==> config.mk <==
export PLATFORM = sky130hd
export DESIGN_NAME = sonar_ctrl
export DESIGN_NICKNAME = d
export VERILOG_FILES = /design/src/rtl/sonar_pkg.sv /design/src/rtl/us_tick_gen.sv /design/src/rtl/sonar_ctrl.sv
export SDC_FILE = /design/constraint.sdc
export NUM_CORES = 1
export LEC_CHECK = 0
export ABC_CLOCK_PERIOD_IN_PS = 2900
export BUFFER_PORTS_ARGS = -buffer_cell sky130_fd_sc_hd__buf_2
export CAP_MARGIN = 20
export CELL_PAD_IN_SITES_DETAIL_PLACEMENT = 1
export CELL_PAD_IN_SITES_GLOBAL_PLACEMENT = 2
export CORE_UTILIZATION = 36
export CTS_CLUSTER_DIAMETER = 200
export DETAILED_ROUTE_END_ITERATION = 7
export HOLD_SLACK_MARGIN = 0.1
export PLACE_DENSITY = 0.77
export SLEW_MARGIN = 0
export SYNTH_ARGS = -nofsm -noshare
export SYNTH_HDL_FRONTEND = slang
export SYNTH_SLANG_ARGS = --single-unit
==> constraint.sdc <==
create_clock -name clk -period 2.9 [get_ports clk]
set_input_delay 0.145 -clock clk [delete_from_list [all_inputs] [get_ports clk]]
set_output_delay 0.145 -clock clk [all_outputs]
set_load 0.01 [all_outputs]
==> src/rtl/sonar_pkg.sv <==
// rtl/sonar_pkg.sv - shared state encoding and default timing for the sonar controller
package sonar_pkg;

  typedef enum logic [2:0] {
    S_IDLE      = 3'd0,
    S_TRIG      = 3'd1,
    S_WAIT_RISE = 3'd2,
    S_MEASURE   = 3'd3,
    S_HOLDOFF   = 3'd4
  } sonar_state_t;

  localparam int DEF_CLK_PER_US = 50;
  localparam int DEF_TRIG_US    = 10;
  localparam int DEF_TIMEOUT_US = 30000;
  localparam int DEF_HOLDOFF_US = 60000;

  function automatic int max3(input int a, input int b, input int c);
    int m;
    m = (a > b) ? a : b;
    return (m > c) ? m : c;
  endfunction

endpackage

==> src/rtl/us_tick_gen.sv <==
// rtl/us_tick_gen.sv - one-cycle microsecond tick from a clearable clk prescaler
module us_tick_gen #(
  parameter int CLK_PER_US = 50
) (
  input  logic clk,
  input  logic reset,
  input  logic clr,
  output logic tick
);

  localparam int W = (CLK_PER_US > 2) ? $clog2(CLK_PER_US) : 1;
  localparam logic [W-1:0] LAST = W'(CLK_PER_US - 1);

  logic [W-1:0] cnt;

  assign tick = (cnt == LAST);

  always_ff @(posedge clk or negedge reset) begin
    if (!reset) begin
      cnt <= '0;
    end else if (clr || tick) begin
      cnt <= '0;
    end else begin
      cnt <= cnt + W'(1);
    end
  end

endmodule

==> src/rtl/sonar_ctrl.sv <==
// rtl/sonar_ctrl.sv - ultrasonic ranger controller: trigger pulse, echo width capture, holdoff
module sonar_ctrl
  import sonar_pkg::*;
#(
  parameter int CLK_PER_US = DEF_CLK_PER_US,
  parameter int TRIG_US    = DEF_TRIG_US,
  parameter int TIMEOUT_US = DEF_TIMEOUT_US,
  parameter int HOLDOFF_US = DEF_HOLDOFF_US
) (
  input  logic        clk,
  input  logic        reset,
  input  logic        start,
  input  logic        echo_in,
  output logic        trig_out,
  output logic        busy,
  output logic        done,
  output logic        timeout,
  output logic [31:0] echo_us
);

  localparam int MAX_US = max3(TRIG_US, TIMEOUT_US, HOLDOFF_US);
  localparam int CW     = $clog2(MAX_US + 1);

  localparam logic [CW-1:0] TRIG_LAST    = CW'(TRIG_US - 1);
  localparam logic [CW-1:0] TIMEOUT_LAST = CW'(TIMEOUT_US - 1);
  localparam logic [CW-1:0] TIMEOUT_FULL = CW'(TIMEOUT_US);
  localparam logic [CW-1:0] HOLDOFF_LAST = CW'(HOLDOFF_US - 1);

  sonar_state_t  state, state_next;
  logic [CW-1:0] us_cnt;
  logic          echo_s1, echo_s2, echo_prev;
  logic          echo_rise, echo_fall;
  logic          tick, state_chg;
  logic          load_result, result_to;
  logic [31:0]   result_val;

  assign echo_rise = echo_s2 & ~echo_prev;
  assign echo_fall = ~echo_s2 & echo_prev;
  assign state_chg = (state_next != state);

  us_tick_gen #(.CLK_PER_US(CLK_PER_US)) u_tick (
    .clk   (clk),
    .reset (reset),
    .clr   (state_chg),
    .tick  (tick)
  );

  always_comb begin
    state_next  = state;
    load_result = 1'b0;
    result_to   = 1'b0;
    result_val  = '0;
    case (state)
      S_IDLE: begin
        if (start) state_next = S_TRIG;
      end
      S_TRIG: begin
        if (tick && us_cnt == TRIG_LAST) state_next = S_WAIT_RISE;
      end
      S_WAIT_RISE: begin
        if (echo_rise) begin
          state_next = S_MEASURE;
        end else if (tick && us_cnt == TIMEOUT_LAST) begin
          state_next  = S_HOLDOFF;
          load_result = 1'b1;
          result_to   = 1'b1;
        end
      end
      S_MEASURE: begin
        // A falling edge wins over the width limit on the same cycle.
        if (echo_fall) begin
          state_next  = S_HOLDOFF;
          load_result = 1'b1;
          result_val  = 32'(us_cnt);
        end else if (us_cnt == TIMEOUT_FULL) begin
          state_next  = S_HOLDOFF;
          load_result = 1'b1;
          result_to   = 1'b1;
          result_val  = 32'(TIMEOUT_US);
        end
      end
      S_HOLDOFF: begin
        if (tick && us_cnt == HOLDOFF_LAST) state_next = S_IDLE;
      end
      default: state_next = S_IDLE;
    endcase
  end

  always_ff @(posedge clk or negedge reset) begin
    if (!reset) begin
      state     <= S_IDLE;
      us_cnt    <= '0;
      echo_s1   <= 1'b0;
      echo_s2   <= 1'b0;
      echo_prev <= 1'b0;
      trig_out  <= 1'b0;
      busy      <= 1'b0;
      done      <= 1'b0;
      timeout   <= 1'b0;
      echo_us   <= '0;
    end else begin
      state     <= state_next;
      echo_s1   <= echo_in;
      echo_s2   <= echo_s1;
      echo_prev <= echo_s2;
      if (state_chg) begin
        us_cnt <= '0;
      end else if (tick && state != S_IDLE) begin
        us_cnt <= us_cnt + CW'(1);
      end
      trig_out <= (state_next == S_TRIG);
      busy     <= (state_next != S_IDLE);
      done     <= load_result;
      if (load_result) begin
        timeout <= result_to;
        echo_us <= result_val;
      end
    end
  end

endmodule

# Word-level counts from Yosys, hierarchy flattened
# Cells that the tools add are included.
[op_classes] reduce_logical=9 bitwise_logic=4 eq_ne=11 n_addsub=2 mux=21
[op_table] cell="two-way mux 16 bit" count=4
[op_table] cell="equality test 16 x 15 -> 1 bit (second input constant)" count=2
[op_table] cell="two-way mux 3 bit" count=7
[op_table] cell="adder 16 x 1 -> 16 bit (second input constant)" count=1
[op_table] cell="equality test 16 bit (second input constant)" count=1
[op_table] cell="equality test 16 x 4 -> 1 bit (second input constant)" count=1
[op_table] cell="two-way mux 15 bit" count=1
[op_table] cell="one-hot mux 3 bit (5 select lines)" count=1
[op_table] cell="adder 6 x 1 -> 6 bit (second input constant)" count=1
[op_table] cell="equality test 3 x 1 -> 1 bit (second input constant)" count=2
[op_table] cell="equality test 3 x 2 -> 1 bit (second input constant)" count=2
[op_table] cell="equality test 6 bit (second input constant)" count=1
[op_table] cell="two-way mux 6 bit" count=1
[op_table] cell="nonzero test 3 bit" count=2
[op_table] cell="two-way mux 1 bit" count=5
[op_table] cell="logical AND 1 bit" count=4
[op_table] cell="one-hot mux 1 bit (2 select lines)" count=2
[op_table] cell="equality test 3 bit (second input constant)" count=1
[op_table] cell="zero test 3 bit" count=1
[op_table] cell="inequality test 3 bit" count=1
[op_table] cell="bitwise AND 1 bit" count=2
[op_table] cell="NOT 1 bit" count=2
[op_table] cell="nonzero test 2 bit" count=1
[op_table] cell="logical OR 1 bit" count=1
[word_totals] regBits=64 input_bits=4 wordCells=58

# Depth between registers and ports, before layout
# Gate-level depths: netlist of run 1.
[logic_depth] word_depth=8 mapped_depth=8 mapped_depth_nobuf=7

# Modules after synthesis
# A second synthesis of run 1 with hierarchy kept.
[hier_totals] cells_unflattened=228 area_unflattened_um2=2407.3
[modules_own_cells] module="sonar_ctrl" n_inst=1 cells_each=202 seq_area_each_um2=1051.0 area_per_inst_um2=2125.8
[modules_own_cells] module="us_tick_gen" n_inst=1 cells_each=26 seq_area_each_um2=150.1 area_per_inst_um2=281.5

# Least setup slack after synthesis of run 1
# OpenSTA, ideal clock, no wires.
[synth_path] path_kind="register -> register" startpoint="register u_tick.cnt[1]" endpoint="register u_tick.cnt[0]" stages_incl_launch_ff=9 path_slack_ns=0.556 arrival_ns=2.207 setup_time_ns=0.137 n_path_buf=1 period_less_slack_ns=2.344 cell_sequence="dfrtp_1 inv_1 ha_1 nand4bb_1 or4_1 a2111oi_4 o32a_1 buf_4 nor4_1"
[synth_via] elab_chain_cells=8 word_cells_on_any_way=12 classes_between="eq/ne: 2; mux: 6; reduce/logical: 4"
[synth_rtl] element="start: declaration" line_no="us_tick_gen.sv:14" source="logic [W-1:0] cnt;"
[synth_rtl] element="start signal: assignment" line_no="us_tick_gen.sv:24" source="cnt <= cnt + W'(1);"
[synth_rtl] element="equality test 6 bit (*)" line_no="us_tick_gen.sv:16" source="assign tick = (cnt == LAST);"
[synth_rtl] element="logical AND 1 bit" line_no="sonar_ctrl.sv:63" source="end else if (tick && us_cnt == TIMEOUT_LAST) begin"
[synth_rtl] element="two-way mux 3 bit" line_no="sonar_ctrl.sv:63"
[synth_rtl] element="two-way mux 3 bit" line_no="sonar_ctrl.sv:61" source="if (echo_rise) begin"
[synth_rtl] element="one-hot mux 3 bit (5 select lines)" line_no="sonar_ctrl.sv:53" source="case (state)"
[synth_rtl] element="inequality test 3 bit" line_no="sonar_ctrl.sv:39" source="assign state_chg = (state_next != state);"
[synth_rtl] element="logical OR 1 bit (*)" line_no="us_tick_gen.sv:21" source="end else if (clr || tick) begin"
[synth_rtl] element="two-way mux 6 bit (*)" line_no="us_tick_gen.sv:21"
# Mark *: on every way between the ends. The rest lies on a longest branch, timed or not.
# A chain may end at the register's enable or synchronous reset.

# Worst setup path in the final report of run 1
[layout_path] startpoint="register us_cnt[6]" endpoint="register echo_us[5]"
[layout_via] elab_chain_cells=5 word_cells_on_any_way=11 classes_between="eq/ne: 2; mux: 8; reduce/logical: 1"
[layout_rtl] element="start: declaration" line_no="sonar_ctrl.sv:30" source="logic [CW-1:0] us_cnt;"
[layout_rtl] element="start signal: assignment" line_no="sonar_ctrl.sv:109" source="us_cnt <= us_cnt + CW'(1);"
[layout_rtl] element="equality test 16 x 15 -> 1 bit" line_no="sonar_ctrl.sv:63"
[layout_rtl] element="logical AND 1 bit" line_no="sonar_ctrl.sv:63"
[layout_rtl] element="two-way mux 1 bit" line_no="sonar_ctrl.sv:63"
[layout_rtl] element="two-way mux 1 bit" line_no="sonar_ctrl.sv:61"
[layout_rtl] element="one-hot mux 1 bit (2 select lines)" line_no="sonar_ctrl.sv:53"
[layout_rtl] element="end signal: assignment" line_no="sonar_ctrl.sv:116" source="echo_us <= result_val;"
[layout_rtl] element="end: declaration" line_no="sonar_ctrl.sv:18" source="output logic [31:0] echo_us"
# Parallel ways exist; a longest one is shown, timed or not.

==> impl_metrics.toml, run 1 <==
[critical_path]
cp.required_ns = 3.08
cp_max_fo = 17
cp.arrival_ns = 2.74
crit_type = "reg2reg"
crit_path_end_kind = "flip-flop"
startpoint_type = "flip-flop"

[synthesis]
ys_seq_elements = 48
ys_types = 46
syn_area_per_cell_um2 = 10.6
synth_seq_area_share = 0.489
ys_async_sr_fraction = 1.00
yosysWarnings = 0
netlist_area_mm2 = 0.00245
synth-edff-count = 0
synth-main-ff-cell = "dfrtp_1"
syn_inst = 232

[cells_and_area]
antenna_cells = 0
drive_above_1_share = 0.196
regArea_mm2 = 0.00120
synthToLayoutAreaGrowth_pct = 14.1
n_fill_cell = 720
layout.nets = 273
multi_input_area_mm2 = 0.00110

[timing]
setup_viol = 0
grt_setup_unrepaired = "no"
timing.fmax_mhz = 390
timing.final.crit_share = 0.883
fin_hold_ws_ns = 0.164
maxSlewHeadroom = 0.521
fin_skew_ns = 0.00520
post-route-min-period_ns = 2.56
setup_tns_ns = 0
slew_violations = 0
hold_violations = 0
worst_slew_pin_slew_ns = 0.717

[placement]
dp_hpwl_mm = 4.00
gp_congestion = 0.747
port_buffers = 23

[grt]
grt_max_degree = 29
grt_first_pass_wirelength_mm = 9.75
grt_pass1_vias = 1834
grt_overflow_total = 0
antenna_found_initial = 0
grtUsageTotal = 0.173

[route]
post_drt_wl_per_cell_um = 16.5
vias = 1820
drt-total-wl_mm = 5.65
drc = 0
drtIter0Drc = 92
first_pass_iters = 6
viasPerCell = 5.32
ant_nets = 0

[clock_network]
clk_latency_ns = 0.30
cts_tree = "yes"
path_clk_slew_ns = 0.09
numCtsBuffers = 5
cts-root-buf = "clkbuf_8"
cts.sinks = 48
cts_setup_buffers = 0
cts_resized = 0
htreeDepth = 2
clk_path_buf_depth = 2

[power]
max-vdd-ir-drop_v = 0.000216
p_leak_nw = 1.29
power_density_mw_per_mm2 = 433

[die]
initial_core_util = 0.380
fp.coreArea_mm2 = 0.00646
io_pins = 40
row_count = 29
dieArea_mm2 = 0.00715
chipHeight_um = 84.6
die_x_um = 84.6

[status]
status = "complete, no violations"

[worst_hold_path]
hold_class = "in2reg"

[job]
drv_cap = 0
[power by group]
group	leakage [nW]	switching, mW	internal [mW]	total, mW
Clock	0.0614	0.230	0.282	0.513
Sequential	0.555	0.00192	0.671	0.673
Combinational	0.674	0.0243	0.00443	0.0287
[registers in the layout, summed over array words and instances, names as in the netlist]
| signal | flops |
|---|---|
| u_tick.cnt | 6 |
| echo_s2 | 1 |
| us_cnt | 16 |
| echo_prev | 1 |
| echo_s1 | 1 |
| state | 3 |
| echo_us | 16 |
| timeout | 1 |
| busy | 1 |
| done | 1 |
| trig_out | 1 |
[cells by family (layout without fill, tap and decap cells)]
group | after synthesis | in the layout | synth area share
AO/OA/AOI/OAI | 30 | 30 | 0.111
XOR/XNOR | 19 | 19 | 0.0678
adder cells (fa/ha/maj) | 5 | 5 | 0.0255
buffers and inverters | 39 | 57 | 0.0912
flip-flops | 48 | 48 | 0.489
multiplexers | 1 | 1 | 0.00408
other | 1 | 16 | 0.00153
AND/OR/NAND/NOR | 89 | 89 | 0.209
[layout make-up]
type | count | share of cell area
sequential | 48 | 0.429
multi-input combinational | 160 | 0.391
timing repair buffer | 38 | 0.0875
tap | 77 | 0.0344
clock buffer | 6 | 0.0295
inverter | 11 | 0.0147
clock inverter | 2 | 0.0138
[layout by cell type (no fill, tap or decap), drive strengths merged, types with 3 or more instances in the layout]
cell,count
nand2,9
ha,5
xor2,14
a221o,7
clkbuf,6
and3,3
dfrtp,48
buf,36
nand3,10
xnor2,5
nor2,9
nor3,23
nand4,10
conb,16
or4,4
nor4,7
o21ai,3
inv,10
a22o,9
[path summary, 6_finish.rpt]
check	from	end	slack (ns)	depth (start not counted)
worst max-delay path	us_cnt[6]	echo_us[5]	0.34	5
worst min-delay path	start	trig_out	0.16	3
worst max register to register	us_cnt[6]	echo_us[5]	0.34	5
min in group asynchronous	reset	u_tick.cnt[3]	0.40	2
max in group asynchronous	reset	us_cnt[15]	1.77	3
worst min register to register	echo_s1	echo_s2	0.36	0
[synth_stat cells (2+ instances only)]
library cell	number	share of area
a22o_1	9	0.032
or4bb_1	2	0.0092
nor3_1	23	0.047
a221o_1	7	0.029
ha_1	5	0.025
dfrtp_1	48	0.49
nand4_1	10	0.025
nor2_1	8	0.012
or4_4	2	0.0092
o21ai_0	3	0.0061
xnor2_1	5	0.018
buf_4	18	0.055
or4_1	2	0.0061
buf_2	2	0.0041
clkbuf_1	7	0.011
and3_1	3	0.0076
nand2_1	9	0.014
a21o_1	2	0.0061
nand3_1	10	0.020
nor3b_1	2	0.0061
nor4_1	7	0.018
inv_1	10	0.015
o211ai_1	2	0.0061
xor2_1	14	0.050
[per-stage QoR]
stage | cells | setup slack [ns] | total power, mW | utilization | cell area (um^2)
floorplan | 247 | 0.556 | 0.712 | - | 2510
global placement | 331 | 0.411 | 0.713 | 0.411 | 2650
detailed placement | 331 | 0.359 | 0.714 | 0.411 | 2650
CTS | 341 | 0.329 | 1.23 | 0.433 | 2790
global route | 342 | 0.137 | 1.26 | 0.434 | 2800
finish | 342 | 0.339 | 1.21 | 0.434 | 2800
[worst max-delay path, cell delays in order (launching register included)]
cell and delay, ns:
dfrtp_1 0.47, or4_4 0.56, or4_4 0.52, a2111oi_4 0.30, nor2_2 0.24, a221o_1 0.35
[per-layer routing]
metal / up-vias / routed length (um) / share of wire / global-route usage
met5: - / 0 / 0 / 0
met4: 0 / 45 / 0.0080 / 0.0416
li1: 880 / - / - / -
met3: 5 / 170 / 0.030 / 0.0324
met2: 30 / 2620 / 0.46 / 0.269
met1: 905 / 2810 / 0.50 / 0.250
[repair_timing]
action | in CTS | in global routing
hold endpoints to repair | 28 | 0
hold buffers | 2 | 0
setup endpoints to repair | 0 | 0
Note: power is estimated with default switching activity, not from simulation.
==> run 2: changes to the inputs <==
ABC_CLOCK_PERIOD_IN_PS = 2100   (was 2900)
CORE_UTILIZATION = 32   (was 36)
PLACE_DENSITY = 0.72   (was 0.77)
clock period = 2.1 ns   (was 2.9 ns; I/O delays follow)
==> run 2 against run 1 <==
Effect of this change: the run now ends with setup timing left; sequential share of layout area decreased by 6.9 points; clock skew rose by 0.0044 ns; cell count grew 20%; fmax grew 7.4%; core utilization is 2.1 points higher; die area increased by 12%; via count is 10% higher; clock power is 35% higher; global-route usage decreased by 0.088 points; worst hold slack got worse by 0.030 ns; wire length rose by 21%; largest power group unchanged.
==> impl_metrics.toml, run 2 (synthesis gave the netlist of run 1 again) <==
[route]
dr_wl_met3_um = 195
wl_met2_mm = 3.29
first_pass_iters = 4
viasPerCell = 4.89
dr.max_layer_used = "met4"
drtIter0Drc = 44
drt-total-wl_mm = 6.84
ant_nets = 0
drc = 0
vias = 2003
wl_met1_mm = 3.29
post_drt_wl_per_cell_um = 16.7

[power]
sequentialPowerShare = 0.560
p_leak_nw = 1.52
switchingPower_uw = 369
clockPowerShare = 0.416
internal-power_mw = 1.29
power_density_mw_per_mm2 = 498
netSwitchingFraction = 0.222
max-vdd-ir-drop_v = 0.000309
pwr-share-comb = 0.024

[timing]
setup_ws_ns = -0.285
timing.final.crit_share = 1.14
setup_viol = 42
maxSlewHeadroom = 0.624
slew_violations = 0
hold_violations = 0
setup_tns_ns = -8.45
grt_setup_unrepaired = "yes"
timing.fmax_mhz = 419
fin_skew_ns = 0.00959
post-route-min-period_ns = 2.38
worst_slew_pin_slew_ns = 0.563
fin_hold_ws_ns = 0.134

[worst_hold_path]
hold_class = "in2reg"
hold_path_end = "trig_out"
min_from = "start"
whs_path_depth = 3

[cells_and_area]
utilization = 0.455
layout.nets = 319
final_cell_mix = "48 x dfrtp_1, 48 x buf_4, 23 x buf_2, 21 x nor3_1, 16 x conb_1"
synthToLayoutAreaGrowth_pct = 35.9
n_fill_cell = 814
reg.largest.list = "echo_us (16), us_cnt (16), u_tick.cnt (6)"
antenna_cells = 0
drive_above_1_share = 0.363

[placement]
dp_worst_setup_slack_ns = -0.255
gp_congestion = 0.756
dp_hpwl_mm = 4.61
port_buffers = 23

[clock_network]
htreeDepth = 2
path_clk_slew_ns = 0.10
clk_latency_ns = 0.31
cts-root-buf = "clkbuf_8"
cts_tree = "yes"
numCtsBuffers = 5
clk_path_buf_depth = 2
cts.sinks = 48

[grt]
grt_max_degree = 29
grt_overflow_total = 0
grt_pass1_vias = 2028
grtUsageTotal = 0.172
grt_first_pass_wirelength_mm = 10.4
antenna_found_initial = 0

[critical_path]
crit_type = "reg2reg"
crit_path_end_kind = "flip-flop"
startpoint = "us_cnt[7]"
rr_startpoint = "us_cnt[7]"
cp_max_fo = 5
rr_worst_depth = 7
startpoint_type = "flip-flop"
rrSetupSlack_ns = -0.28
cp.arrival_ns = 2.59
r2r-end = "echo_us[1]"
cp.required_ns = 2.30

[die]
row_count = 31
dieArea_mm2 = 0.00803
fp.coreArea_mm2 = 0.00733
die_x_um = 89.6
io_pins = 40
chipHeight_um = 89.6
initial_core_util = 0.335

[job]
drv_cap = 0

[status]
violations = "setup timing"
status = "complete, but fails checks"
==> run 2: cell types whose count changed in the layout (fill, tap and decap cells not counted), moves of 3 or more <==
cell | before | now
inv_1 | 10 | 7
buf_4 | 12 | 48
nor2_4 | 0 | 3
inv_2 | 0 | 3
ha_1 | 5 | 2
buf_6 | 0 | 6
==> run 2: worst max-delay path, stage by stage (launching register included) <==
cell       delay (ns)
dfrtp_1          0.39
or4_4            0.54
or4_4            0.51
a2111oi_4        0.22
buf_4            0.20
nor2_4           0.08
clkbuf_16        0.16
a22o_1           0.18
==> run 2: how the worst max path moves through the flow <==
stage	endpoint	slack (ns)
5_1_grt	echo_us[1]	-0.35
6_report	echo_us[1]	-0.28
3_5_place_dp	echo_us[6]	-0.26
4_1_cts	echo_us[6]	-0.27
2_1_floorplan	u_tick.cnt[0]	-0.22
3_3_place_gp	busy	-0.21
==> run 2: layer usage <==
layer	global-route usage	vias up
met5	0	-
met4	0.0346	0
met3	0.0320	7
met2	0.285	31
met1	0.236	997
li1	-	968
==> run 2: area by class of cell <==
cell class / count / area (um^2) / area share
clock buffer: 5 / 68.8 / 0.0206
timing repair buffer: 83 / 653 / 0.196
sequential: 48 / 1200 / 0.360
tap: 99 / 124 / 0.0371
clock inverter: 3 / 46.3 / 0.0139
inverter: 11 / 41.3 / 0.0124
multi-input combinational: 161 / 1200 / 0.360
==> run 2: repair_timing <==
| item | CTS | global route |
|---|---|---|
| hold endpoints to repair | 21 | 0 |
| gates resized for setup | 3 | 23 |
| setup buffers | 3 | 7 |
| endpoints found under the setup margin | 43 | 45 |
| hold buffers | 2 | 0 |
| pin swaps | 4 | 6 |
| cloned | 0 | 5 |
==> run 2: metrics by stage <==
stage | power (mW) | cell area (um^2) | cells
floorplan | 0.983 | 2520 | 247
global placement | 0.985 | 2950 | 387
detailed placement | 0.986 | 2950 | 387
CTS | 1.69 | 3120 | 399
global route | 1.73 | 3340 | 410
finish | 1.66 | 3340 | 410
==> run 2: power by group through the flow <==
stage	Sequential, mW	Combinational [mW]	Clock (mW)
2_1_floorplan	0.947	0.0361	0
3_3_place_gp	0.948	0.0373	0
3_5_place_dp	0.948	0.0384	0
4_1_cts	0.929	0.0414	0.716
5_1_grt	0.930	0.0477	0.751
6_report	0.929	0.0397	0.691
==> run 3: changes to the inputs <==
PLACE_DENSITY = 0.78   (was 0.72)
==> run 3 against run 2 <==
Effect of this change: the run still ends with setup timing left; flip-flop and latch count did not move; clock-buffer cell count increased by 2; power down 5.4%; final area fell by 0.26%; first-iteration DRC count is 110% higher; sequential power is essentially flat; worst setup slack worse by 0.012 ns; core utilization is 0.12 points lower; sequential share of layout area is 0.13 points higher.
==> impl_metrics.toml, run 3 (synthesis gave the netlist of run 1 again) <==
[power]
netSwitchingFraction = 0.235
pwr-share-comb = 0.026
switchingPower_uw = 369
power_density_mw_per_mm2 = 472
power_mw = 1.57
p_leak_nw = 1.51
internal-power_mw = 1.20
clockPowerShare = 0.382
sequentialPowerShare = 0.592
max-vdd-ir-drop_v = 0.000239

[placement]
port_buffers = 23
dp_worst_setup_slack_ns = -0.238
dpl.cell_count = 386
gp_congestion = 0.768
dp_hpwl_mm = 4.66

[die]
initial_core_util = 0.335
row_count = 31
die_x_um = 89.6
io_pins = 40
chipHeight_um = 89.6
dieArea_mm2 = 0.00803
fp.coreArea_mm2 = 0.00733

[clock_network]
path_clk_slew_ns = 0.09
clk_path_buf_depth = 2
htreeDepth = 2
cts.sinks = 48
cts_tree = "yes"
numCtsBuffers = 5
clk_latency_ns = 0.31
cts-root-buf = "clkbuf_8"

[timing]
maxSlewHeadroom = 0.663
setup_viol = 41
grt_setup_unrepaired = "yes"
slew_violations = 0
timing.final.crit_share = 1.14
timing.fmax_mhz = 417
hold_violations = 0
worst_slew_pin_slew_ns = 0.505
post-route-min-period_ns = 2.40
fin_skew_ns = 0.00508
setup_ws_ns = -0.296

[grt]
grt_overflow_total = 0
grt_max_degree = 23
grt_first_pass_wirelength_mm = 10.3
grtUsageTotal = 0.172
antenna_found_initial = 0
grt_pass1_vias = 2017

[cells_and_area]
layout.nets = 314
antenna_cells = 0
drive_above_1_share = 0.359
synthToLayoutAreaGrowth_pct = 35.5
utilization = 0.454
final_common_cell = "dfrtp_1"
final_cell_mix = "47 x dfrtp_1, 42 x buf_4, 23 x buf_2, 21 x nor3_1, 16 x conb_1"
layout.cells.non_filler = 405
reg.largest.list = "echo_us (16), us_cnt (16), u_tick.cnt (6)"

[route]
vias = 2070
ant_nets = 0
post_drt_wl_per_cell_um = 17.8
viasPerCell = 5.11
drt-total-wl_mm = 7.23
drc = 0
drtIter0Drc = 94
first_pass_iters = 4

[status]
status = "complete, but fails checks"
violations = "setup timing"

[critical_path]
rrSetupSlack_ns = -0.30
crit_path_end_kind = "flip-flop"
cp_max_fo = 10
crit_type = "reg2reg"
cp.arrival_ns = 2.60
cp.required_ns = 2.30
startpoint_type = "flip-flop"

[worst_hold_path]
hold_class = "in2reg"

[job]
drv_cap = 0
run 3: worst paths after layout:
path	to	cells after the start	startpoint
worst max-delay path	echo_us[2]	7	us_cnt[7]
worst min-delay path	trig_out	3	start
worst max register to register	echo_us[2]	7	us_cnt[7]
worst min register to register	echo_s2	0	echo_s1
max in group asynchronous	us_cnt[0]	3	reset
min in group asynchronous	trig_out	2	reset
run 3: area by class of cell:
cell class              count  area, um^2
multi-input cells         160        1210
clock buffers               7        86.3
repair buffers             79         653
inverters                  11        41.3
well taps                  99         124
fillers                   824        4000
flip-flops and latches     48        1200
clock inverters             1        7.51
run 3: critical path: stages, from the launching register on:
cell       delay (ns)
dfrtp_1          0.39
or4_4            0.54
or4_4            0.51
a2111oi_4        0.27
buf_4            0.19
nor2_4           0.07
buf_12           0.14
a22o_1           0.18
run 3: power by group through the flow:
stage | Sequential [mW] | Combinational (mW) | Clock, mW
finish | 0.929 | 0.0412 | 0.600
floorplan | 0.947 | 0.0361 | 0
global placement | 0.947 | 0.0389 | 0
CTS | 0.930 | 0.0423 | 0.606
global route | 0.930 | 0.0480 | 0.639
detailed placement | 0.948 | 0.0394 | 0
run 3: what timing repair did:
item,in CTS,in global routing
endpoints found under the hold margin,37,0
gates resized for setup,6,24
endpoints found under the setup margin,44,45
buffers inserted,3,8
hold buffers,2,0
pin swaps,5,13
gates cloned,0,3
run 3: stage by stage:
stage          hold slack, ns  instance area [um^2]  TNS (ns)
6_report                0.112                  3330    -10.29
5_1_grt                 0.165                  3330    -13.53
2_1_floorplan          -0.191                  2520     -7.44
4_1_cts                 0.114                  3120     -8.20
3_5_place_dp           0.0388                  2960     -8.16
3_3_place_gp           0.0448                  2960     -7.00
run 3: metal layers:
metal  global-route usage  up-vias  wire [um]
li1                     -      956          -
met1                0.241     1055       3270
met2                0.276       48       3570
met3               0.0274       11        271
met4               0.0433        0        120
met5                    0        -          0
